File: src/rtl/div_meter_if.sv
// div_meter_if: start/pin request side and busy/valid/timeout/div result side of the period meter.
interface div_meter_if;
  logic        start;
  logic        pin;
  logic        busy;
  logic        valid;
  logic        timeout;
  logic [23:0] div;
  modport master (output start, pin, input busy, valid, timeout, div);
  modport slave (input start, pin, output busy, valid, timeout, div);
endinterface

File: src/rtl/div_meter.sv
// div_meter: measures the pin period in clk cycles as a 16.8 divider value.
// DIV_METER_CONTINUOUS_EN keeps measuring back-to-back windows until reset.
module div_meter #(
  parameter int          LOG2_EDGES = 8,
  parameter logic [31:0] TIMEOUT    = 32'hFFFF_FFFF
) (
  input  logic      clk,
  input  logic      reset,
  div_meter_if.slave bus
);
  localparam logic [1:0] IDLE = 2'd0, ARM = 2'd1, MEAS = 2'd2;
  localparam logic [7:0] LAST = 8'((1 << LOG2_EDGES) - 1);
`ifdef DIV_METER_CONTINUOUS_EN
  localparam logic [1:0] AFTER_DONE = MEAS;
`else
  localparam logic [1:0] AFTER_DONE = IDLE;
`endif
  logic [1:0]  state;
  logic        s1, s2, prev;
  logic [31:0] cnt, cnt_inc;
  logic [7:0]  edge_cnt;
  logic        valid_q, tmo_q;
  logic [23:0] div_q;
  logic        rise, hit_to, done;
  logic [39:0] scaled;
  always_comb begin
    rise    = s2 & ~prev;
    hit_to  = state != IDLE && cnt == TIMEOUT;
    done    = state == MEAS && rise && edge_cnt == LAST && !hit_to;
    cnt_inc = &cnt ? cnt : cnt + 32'd1;
    scaled  = {8'd0, cnt} << (8 - LOG2_EDGES);
  end
  always_ff @(posedge clk or negedge reset)
    if (!reset) begin
      state    <= IDLE;
      s1       <= 1'b0;
      s2       <= 1'b0;
      prev     <= 1'b0;
      cnt      <= '0;
      edge_cnt <= '0;
      valid_q  <= 1'b0;
      tmo_q    <= 1'b0;
      div_q    <= '0;
    end else begin
      s1      <= bus.pin;
      s2      <= s1;
      prev    <= s2;
      valid_q <= done;
      tmo_q   <= hit_to;
      if (done) div_q <= |scaled[39:24] ? 24'hFF_FFFF : scaled[23:0];
      case (state)
        IDLE: if (bus.start) begin
          state <= ARM;
          cnt   <= '0;
        end
        ARM: if (hit_to) state <= IDLE;
        else if (rise) begin
          state    <= MEAS;
          cnt      <= 32'd1;
          edge_cnt <= '0;
        end else cnt <= cnt_inc;
        MEAS: if (hit_to) state <= IDLE;
        else if (done) begin
          // the completing rise opens the next window when running continuously
          state    <= AFTER_DONE;
          cnt      <= 32'd1;
          edge_cnt <= '0;
        end else begin
          cnt <= cnt_inc;
          if (rise) edge_cnt <= edge_cnt + 8'd1;
        end
        default: state <= IDLE;
      endcase
    end
  assign bus.busy    = state != IDLE;
  assign bus.valid   = valid_q;
  assign bus.timeout = tmo_q;
  assign bus.div     = div_q;
endmodule

File: src/flat_wrapper.sv
// flat-port wrapper written by rule: the top's interface ports become plain ports
module div_meter_flat 
#(
  parameter int          LOG2_EDGES = 8,
  parameter logic [31:0] TIMEOUT    = 32'hFFFF_FFFF
)
  (clk, reset, bus_start, bus_pin, bus_busy, bus_valid, bus_timeout, bus_div);
  div_meter_if bus_i ();
  input  logic clk;
  input  logic reset;
  input wire logic [$bits(bus_i.start)-1:0] bus_start;
  input wire logic [$bits(bus_i.pin)-1:0] bus_pin;
  output wire logic [$bits(bus_i.busy)-1:0] bus_busy;
  output wire logic [$bits(bus_i.valid)-1:0] bus_valid;
  output wire logic [$bits(bus_i.timeout)-1:0] bus_timeout;
  output wire logic [$bits(bus_i.div)-1:0] bus_div;
  assign bus_i.start = bus_start;
  assign bus_i.pin = bus_pin;
  assign bus_busy = bus_i.busy;
  assign bus_valid = bus_i.valid;
  assign bus_timeout = bus_i.timeout;
  assign bus_div = bus_i.div;
  div_meter #(.LOG2_EDGES(LOG2_EDGES), .TIMEOUT(TIMEOUT)) u_core (.clk(clk), .reset(reset), .bus(bus_i));
endmodule
File: config.mk
export PLATFORM = sky130hd
export DESIGN_NAME = div_meter_flat
export DESIGN_NICKNAME = d
export VERILOG_FILES = /design/src/rtl/div_meter_if.sv /design/src/rtl/div_meter.sv /design/src/flat_wrapper.sv
export SDC_FILE = /design/constraint.sdc
export NUM_CORES = 1
export LEC_CHECK = 0
export ABC_AREA = 1
export BUFFER_PORTS_ARGS = -buffer_cell sky130_fd_sc_hd__buf_2
export CAP_MARGIN = 20
export CELL_PAD_IN_SITES_DETAIL_PLACEMENT = 0
export CELL_PAD_IN_SITES_GLOBAL_PLACEMENT = 1
export CORE_ASPECT_RATIO = 0.9
export CORE_UTILIZATION = 35
export DETAILED_ROUTE_END_ITERATION = 16
export GPL_TIMING_DRIVEN = 1
export PLACE_DENSITY_LB_ADDON = 0.1
export SLEW_MARGIN = 10
export SYNTH_ARGS = -nofsm -noshare
export SYNTH_HDL_FRONTEND = slang
export SYNTH_SLANG_ARGS = --single-unit
File: constraint.sdc
create_clock -name clk -period 1.9 [get_ports clk]
set_input_delay 0.38 -clock clk [delete_from_list [all_inputs] [get_ports clk]]
set_output_delay 0.38 -clock clk [all_outputs]
set_load 0.01 [all_outputs]
# Word level (Yosys, flattened, before mapping)
# Cells that the tools add are included.
dict set report op_classes {
  n_addsub 2
  n_mul 0
  div 0
  magnitude_cmp 0
  n_eq_ne 11
  shift 0
  n_mux 20
  n_bitwise 2
  reduce_logical 14
}
# op n
set ops {}
lappend ops {{$mux W32} 6}
lappend ops {{$pmux W32 S3} 1}
lappend ops {{$mux W8} 5}
lappend ops {{$add A32 B1 Y32 const B} 1}
lappend ops {{$eq A32 B32 Y1 const B} 1}
lappend ops {{$reduce_and A32 Y1} 1}
lappend ops {{$mux W24} 1}
lappend ops {{$pmux W8 S2} 1}
lappend ops {{$mux W2} 5}
lappend ops {{$ne A3 B1 Y1 const B} 3}
lappend ops {{$add A8 B1 Y8 const B} 1}
lappend ops {{$eq A8 B8 Y1 const B} 1}
lappend ops {{$reduce_or A8 Y1} 1}
lappend ops {{$ne A2 B2 Y1 const B} 3}
lappend ops {{$pmux W2 S3} 1}
lappend ops {{$reduce_and A5 Y1} 1}
lappend ops {{$logic_and A1 B1 Y1} 4}
lappend ops {{$reduce_and A4 Y1} 1}
lappend ops {{$reduce_bool A2 Y1} 2}
lappend ops {{$reduce_and A3 Y1} 1}
lappend ops {{$reduce_bool A3 Y1} 1}
lappend ops {{$eq A2 B1 Y1 const B} 1}
lappend ops {{$eq A2 B2 Y1 const B} 1}
lappend ops {{$logic_not A2 Y1} 1}
lappend ops {{other kinds (4)} 4}
dict set report word_totals {
  regBits 71
  latch_bits 0
  ramBits 0
  mem_bits_ro 0
  output_inout_bits 27
  word_cells 58
  n_memories 0
}

# Depth between registers and ports, before layout
# Gate-level depths: netlist (run 1).
dict set report depth {
  depth_word 8
  mapped_depth 13
}

# Worst setup path before layout (run 1)
# Ideal clock, no wire load.
dict set report synth_path {
  kind {register -> register}
  from {reg u_core.state[1]}
  to {reg u_core.cnt[2]}
  setup_ps 71
  arrival_ps 1763
  required_time_ps 1829
  slack_ps 66
  path_stages_with_launch 11
  period_less_slack_ps 1834
  path_cell_list {dfrtp_1 inv_1 ha_1 clkbuf_1 nor2_1 a21oi_1 nand2_2 buf_4 o21ai_0 o21ai_0 nor2_1}
}
dict set report synth_via {
  elab_chain_len 7
  word_cells_on_any_way 17
}
# element line_no
set synth_rtl {}
lappend synth_rtl {{start: declaration} div_meter.sv:18} ;# logic [1:0] state;
lappend synth_rtl {{start signal: assignment} div_meter.sv:35} ;# state <= IDLE;
lappend synth_rtl {{start signal: assignment} div_meter.sv:53} ;# state <= ARM;
lappend synth_rtl {{start signal: assignment} div_meter.sv:56} ;# ARM: if (hit_to) state <= IDLE;
lappend synth_rtl {{$eq A2 B2 Y1 or $reduce_bool A2 Y1 (tied branches)} {div_meter.sv:29, div_meter.sv:51, div_meter.sv:28}}
lappend synth_rtl {{$logic_and A1 B1 Y1, on equally long branches} {div_meter.sv:29, div_meter.sv:28}}
lappend synth_rtl {{$logic_and A1 B1 Y1 or $logic_not A1 Y1 (tied branches)} div_meter.sv:29} ;# done = state == MEAS && rise && edge_cnt == LAST && !hit_to;
lappend synth_rtl {{$logic_and A1 B1 Y1} div_meter.sv:29}
lappend synth_rtl {{$mux W32} div_meter.sv:63} ;# else if (done) begin
lappend synth_rtl {{$mux W32} div_meter.sv:62} ;# MEAS: if (hit_to) state <= IDLE;
lappend synth_rtl {{$pmux W32 S3} div_meter.sv:51} ;# case (state)
lappend synth_rtl {{end signal: assignment} div_meter.sv:61} ;# end else cnt <= cnt_inc;
lappend synth_rtl {{end signal: assignment} div_meter.sv:69} ;# cnt <= cnt_inc;
lappend synth_rtl {{end: declaration} div_meter.sv:20} ;# logic [31:0] cnt, cnt_inc;
# Several ways; a longest one is shown, not always the timed one. The select of a mux whose other input is x is not followed.
# A chain may end at the register's enable or synchronous reset.

# Worst setup path after layout (run 1)
dict set report layout_path {
  from {reg u_core.edge_cnt[1]}
  to {reg u_core.cnt[21]}
}
dict set report layout_via {
  elab_chain_len 6
}
# element line_no
set layout_rtl {}
lappend layout_rtl {{start: declaration} div_meter.sv:21} ;# logic [7:0] edge_cnt;
lappend layout_rtl {{start signal: assignment} div_meter.sv:70} ;# if (rise) edge_cnt <= edge_cnt + 8'd1;
lappend layout_rtl {{$eq A8 B8 Y1} div_meter.sv:29}
lappend layout_rtl {{$logic_and A1 B1 Y1 (2 in series)} div_meter.sv:29}
lappend layout_rtl {{$mux W32} div_meter.sv:63}
lappend layout_rtl {{$mux W32} div_meter.sv:62}
lappend layout_rtl {{$pmux W32 S3} div_meter.sv:51}
# No other way between the ends. The select of a mux whose other input is x is not followed.

==> results.cfg, run 1 <==
[outcome]
outcome = complete, but fails checks
violations = setup timing

[critical_path]
crit_start = u_core.edge_cnt[1]
max_stage_delay_ns = 0.36
path_class = flip-flop to flip-flop
cp.arrival_ns = 2.14
worstPathRequired_ns = 2.13
critPathMaxFanout = 5
cp_common_cell = nand2_4
path_cells = ha_2 -> nand3_2 -> buf_6 -> nor4_4 -> nand2_2 -> nand2_4 -> nand2_4 -> a21oi_4 -> clkbuf_16 -> nor2_1
crit_family = simple AND/OR/NAND/NOR gates
ff2ff_path_depth = 10
r2r_slack_ns = -0.02
cpMaxStageDelayCell = dfrtp_1
reg2reg_to = u_core.cnt[21]
startpoint_type = flip-flop
crit_buf_inv = 2
reg2reg_from = u_core.edge_cnt[1]
end_kind = flip-flop

[sta]
finalCritPeriodShare = 1.009
setup_viol = 9
fin_crit_ns = 1.917
rsz0062_at_grt = yes
fin_skew_ns = 0.009174
slew_viol_final = 0
finalHoldViolations = 0
tightestPinTransition_ns = 0.3748
relSlewSlack = 0.7482
timing.fmax_ghz = 0.5216
holdWs_ns = 0.1450
setup_ws_ns = -0.01701

[clock_tree]
cts_sinks = 71
cts_max_path_buffers = 2
cts.clk_slew.worst_paths_ns = 0.06
cts_root_buffer = clkbuf_16
insertion_delay_ns = 0.34
cts_tree = yes
cts_buffers = 9
cts_max_level = 3

[hold_path]
hold_class = primary input to flip-flop
min_to = u_core.s1
worstHoldStart = bus_pin
min_path_cells = 1

[drt]
vias = 3698
drt_first_pass_iters = 4
wl_um = 11390
drt_iter0_drc = 186
avgViaCountPerCell = 4.765
ant_nets = 0
drcViolationCount = 0
wl_per_cell_um = 14.68

[global_route]
grt_pass1_wl_um = 17890
grtUsageTotal = 0.1996
antenna_found_initial = 0
grt_max_degree = 49
grt_pass1_vias = 3422
grt.overflow.total = 0

[power_and_ir_drop]
p_per_area_mw_per_mm2 = 1036
power.static_leakage_nw = 2.565
p_switching_mw = 2.035
ir_drop_v = 0.0005172
combPwrFrac = 0.401
clockPowerShare = 0.308
p_sw_frac = 0.3669
power.total_mw = 5.546
p_seq_frac = 0.291
intPower_mw = 3.511

[finish]
post-route-cell-area_mm2 = 0.005353
fin_util = 0.4870
nets = 628
drive_gt1_frac = 0.2756
syn2layout_area_growth_pct = 33.35
antenna_cells = 0

[synthesis]
synth_warnings = 0
netlist_top_cells_area = dfrtp_1, nand2_1, nand3_1
syn_area_per_cell_um2 = 7.749
ys_seq_area_frac = 0.4426
synth_top_area_share = 0.4426
synth-seq-cells = 71
ys_types = 32
yosys.area.top_type = dfrtp_1
synth_edf_count = 0
syn_area_mm2 = 0.004014
syn_nets = 527
yosys_most_used_dff = dfrtp_1
ys_async_sr_fraction = 1.000
syn_inst = 518
synth.most_common_cell = nand2_1
synth_common_cells = nand2_1, nor2_1, dfrtp_1, nand3_1, inv_1

[floorplan]
start_util = 0.3652
core_mm2 = 0.01099
io_pins = 31
rows = 36
die_x_um = 114.9
dieArea_mm2 = 0.01190
die_y_um = 103.6

[placement]
port_buffers = 30
place_area_mm2 = 0.004756
gp_congestion = 0.8170
place_ws_ns = -0.09794
dp_hpwl_um = 8514

[flow_run]
drv_cap = 0
## flip-flops by register name (all words and copies together) (netlist names)
signal,cells
u_core.cnt,32
u_core.bus.div,24
u_core.edge_cnt,8
u_core.state,2
u_core.bus.timeout,1
u_core.bus.valid,1
u_core.prev,1
u_core.s1,1
u_core.s2,1
## stage by stage
| stage | TNS (ns) | cells |
|---|---|---|
| floorplan | 0 | 518 |
| global placement | -0.1751 | 747 |
| detailed placement | -1.218 | 747 |
| CTS | 0 | 764 |
| global route | -1.781 | 776 |
| finish | -0.07653 | 776 |
## logic make-up (layout without fill, tap and decap cells)
logic type / after synthesis / count (layout) / share of synthesized area
AO/OA/AOI/OAI: 50 / 50 / 0.07637
XOR/XNOR: 20 / 20 / 0.04364
adder cells (fa/ha/maj): 5 / 5 / 0.01559
buffers and inverters: 69 / 175 / 0.07730
flip-flops: 71 / 71 / 0.4426
AND/OR/NAND/NOR: 303 / 303 / 0.3445
## layer usage
metal	vias to the layer above	global-route usage	share of wire
met5	-	0	0
met4	0	0.05195	0.011
met3	10	0.04389	0.043
met2	56	0.2857	0.43
met1	1751	0.3007	0.51
li1	1881	-	-
## layout make-up
class	instances	area, um2
Multi-Input combinational cell	378	2071
Inverter	53	209.0
Fill cell	1142	5638
Sequential cell	71	1777
Timing Repair Buffer	106	807.0
Clock buffer	9	225.2
Tap cell	152	190.2
Clock inverter	7	73.82
## worst max path at each step
| stage | end | slack (ns) | cells past startpoint |
|---|---|---|---|
| after global routing | u_core.cnt[21] | -0.09 | 10 |
| after global placement | u_core.cnt[12] | -0.03 | 12 |
| after floorplan | u_core.cnt[2] | 0.07 | 10 |
| after detailed placement | u_core.bus.div[5] | -0.1 | 10 |
| after CTS | u_core.cnt[8] | 0.009 | 12 |
| final | u_core.cnt[21] | -0.02 | 10 |
## power groups by stage
stage	registers (mW)	clock network, mW	logic (mW)
final	1.61	1.71	2.23
after global routing	1.62	1.80	2.39
after CTS	1.61	1.75	1.82
after detailed placement	1.63	0	1.75
after global placement	1.63	0	1.76
after floorplan	1.64	0	1.06
## placed cells by master, fill, tap and decap left out, drive strengths merged
cell	n
or2	1
clkinv	5
xor2	20
inv	53
nor4	1
and3	1
ha	5
and2	2
dfrtp	71
buf	104
nor2	78
dlygate4sd3	1
clkinvlp	1
nand3b	5
nor3	14
nand2	125
clkbuf	10
o21a	18
nand4	13
bufinv	1
nand3	63
a21oi	4
o21ai	28
## what timing repair did
| item | CTS | global route |
|---|---|---|
| endpoints found under the setup margin | 36 | 60 |
| gates cloned | 0 | 2 |
| pin swaps | 0 | 5 |
| gates resized for setup | 8 | 47 |
| hold buffers | 1 | 0 |
| hold endpoints to repair | 23 | 0 |
| buffers inserted | 0 | 10 |
No activity file was read; power rests on OpenSTA's default activity.
==> run 2, diff against run 1 <==
--- a/config.mk
+++ b/config.mk
@@ -12,6 +12,7 @@
 export CELL_PAD_IN_SITES_GLOBAL_PLACEMENT = 1
 export CORE_ASPECT_RATIO = 0.9
 export CORE_UTILIZATION = 35
+export CTS_BUF_LIST = sky130_fd_sc_hd__clkbuf_2
 export DETAILED_ROUTE_END_ITERATION = 16
 export GPL_TIMING_DRIVEN = 1
 export PLACE_DENSITY_LB_ADDON = 0.1
==> run 2 against run 1 <==
  * The flow still finishes with violations (setup timing)
  * First-iteration DRC count rose by 30%
  * Count of clock-buffer cells in the layout unchanged
  * Final cell count increased by 0.39%
  * Combinational power is essentially flat
  * Power fell by 14%
  * Sequential cell count unchanged
  * Wire length is 1.2% higher
  * Sequential share of layout area rose by 1.2 points
  * Sequential power hardly changed
  * Register-to-register slack about the same
  * Worst hold slack gained 0.064 ns
  * Fmax decreased by 0.65%
  * Critical path type unchanged
  * Highest routed layer unchanged
==> results.cfg, run 2 (synthesized netlist as in run 1, its figures left out) <==
[drt]
wl_per_cell_um = 14.79
drt_first_pass_iters = 4
avgViaCountPerCell = 4.796
ant_nets = 0
drcViolationCount = 0
wl_um = 11520
vias = 3736
drt_iter0_drc = 241

[global_route]
grt_max_degree = 49
antenna_found_initial = 0
grt_pass1_vias = 3466
grt.overflow.total = 0
grt_pass1_wl_um = 18000
grtUsageTotal = 0.2004

[floorplan]
core_mm2 = 0.01099
rows = 36
die_y_um = 103.6
start_util = 0.3652
dieArea_mm2 = 0.01190
io_pins = 31
die_x_um = 114.9

[critical_path]
end_kind = flip-flop
crit_buf_inv = 1
max_stage_delay_ns = 0.41
cpMaxStageDelayCell = dfrtp_1
path_cells = ha_2 -> nand2_2 -> nor2_4 -> nand2_4 -> nor2_8 -> nand3_2 -> nand2_4 -> buf_4 -> nor3_1 -> o21ai_0 -> nor2_2
worstPathRequired_ns = 2.36
critPathMaxFanout = 5
startpoint_type = flip-flop
cp_common_cell = nand2_4
path_class = flip-flop to flip-flop
crit_family = simple AND/OR/NAND/NOR gates
cp.arrival_ns = 2.39

[power_and_ir_drop]
ir_drop_v = 0.0004847
clockPowerShare = 0.193
p_switching_mw = 1.931
power.static_leakage_nw = 2.497
intPower_mw = 2.818
p_per_area_mw_per_mm2 = 919.0
p_seq_frac = 0.339
combPwrFrac = 0.468
p_sw_frac = 0.4066

[finish]
mostFrequentLayoutCell = nand2_1
final_cell_mix = nand2_1, dfrtp_1, buf_4
multi_input_area_mm2 = 0.002058
post-route-cell-area_mm2 = 0.005167
ff_latch_area_mm2 = 0.001777
largest_register_ffs = 32
antenna_cells = 0
nets = 631
drive_gt1_frac = 0.2695
n_fill_cell = 1177
syn2layout_area_growth_pct = 28.74
largest-register = u_core.cnt

[placement]
port_buffers = 30
place_ws_ns = -0.09794
gp_congestion = 0.8170
dp_hpwl_um = 8514
place_area_mm2 = 0.004756

[clock_tree]
insertion_delay_ns = 0.59
cts_max_path_buffers = 2
cts_max_level = 3
cts_buffers = 9
cts_tree = yes
cts_sinks = 71
cts_root_buffer = clkbuf_2
cts.clk_slew.worst_paths_ns = 0.24

[sta]
setup_ws_ns = -0.02957
tightestPinTransition_ns = 0.3807
fin_skew_ns = 0.04064
timing.fmax_ghz = 0.5183
rsz0062_at_grt = yes
setup_viol = 2
holdWs_ns = 0.2089
finalCritPeriodShare = 1.016
slew_viol_final = 0
relSlewSlack = 0.7442
fin_crit_ns = 1.930
finalHoldViolations = 0

[hold_path]
hold_class = primary input to async pin

[outcome]
outcome = complete, but fails checks
violations = setup timing

[flow_run]
drv_cap = 0
## run 2: cell types whose count changed in the layout (fill, tap and decap cells not counted), moves of 3 or more
cell,delta
nor2_1,+5
nor2_2,-6
nand2_2,+3
buf_4,+3
clkbuf_16,-10
clkbuf_2,+9
## run 2: final timing paths
check                               from                 end  slack, ns  cells after the start
max reg2reg                u_core.cnt[0]      u_core.cnt[27]      -0.03                     11
min                                reset  u_core.edge_cnt[0]       0.21                      2
min in group clk               bus_start     u_core.state[0]       0.27                      7
max                        u_core.cnt[0]      u_core.cnt[27]      -0.03                     11
max in group asynchronous          reset       u_core.cnt[7]       1.10                      3
min reg2reg                    u_core.s1           u_core.s2       0.38                      0
## run 2: final cells by class
type	instances	area share
inverters	53	0.04044
clock buffers	9	0.008717
well taps	152	0.03680
flip-flops and latches	71	0.3438
multi-input cells	379	0.3983
repair buffers	108	0.1576
clock inverters	7	0.01429
## run 2: through the flow
stage	cells	utilization	power, mW	TNS [ns]
2_1_floorplan	518	-	2.700	0
3_3_place_gp	747	0.4327	3.388	-0.1751
3_5_place_dp	747	0.4327	3.386	-1.218
4_1_cts	769	0.4567	4.533	-0.003492
5_1_grt	779	0.4702	5.026	-3.738
6_report	779	0.4702	4.749	-0.03270
## run 2: timing repair
item                                   4_1_cts  5_1_grt
buffers inserted                             4        9
hold buffers                                 2        0
setup endpoints to repair                   50       62
resized for setup                           24       25
gates cloned                                 0        1
endpoints found under the hold margin       24        0
pin swaps                                    3        6
## run 2: power by group through the flow
stage / Clock (mW) / Combinational (mW) / Sequential [mW]
floorplan: 0 / 1.06 / 1.64
global placement: 0 / 1.76 / 1.63
detailed placement: 0 / 1.75 / 1.63
CTS: 0.955 / 1.97 / 1.61
global route: 1.00 / 2.41 / 1.62
finish: 0.918 / 2.22 / 1.61
## run 2: layer usage
metal  vias to the layer above  track usage  share of wire
li1                       1883            -              -
met1                      1765       0.3000           0.51
met2                        77       0.2909           0.43
met3                        11      0.04330          0.046
met4                         0      0.04917          0.013
met5                         -            0              0
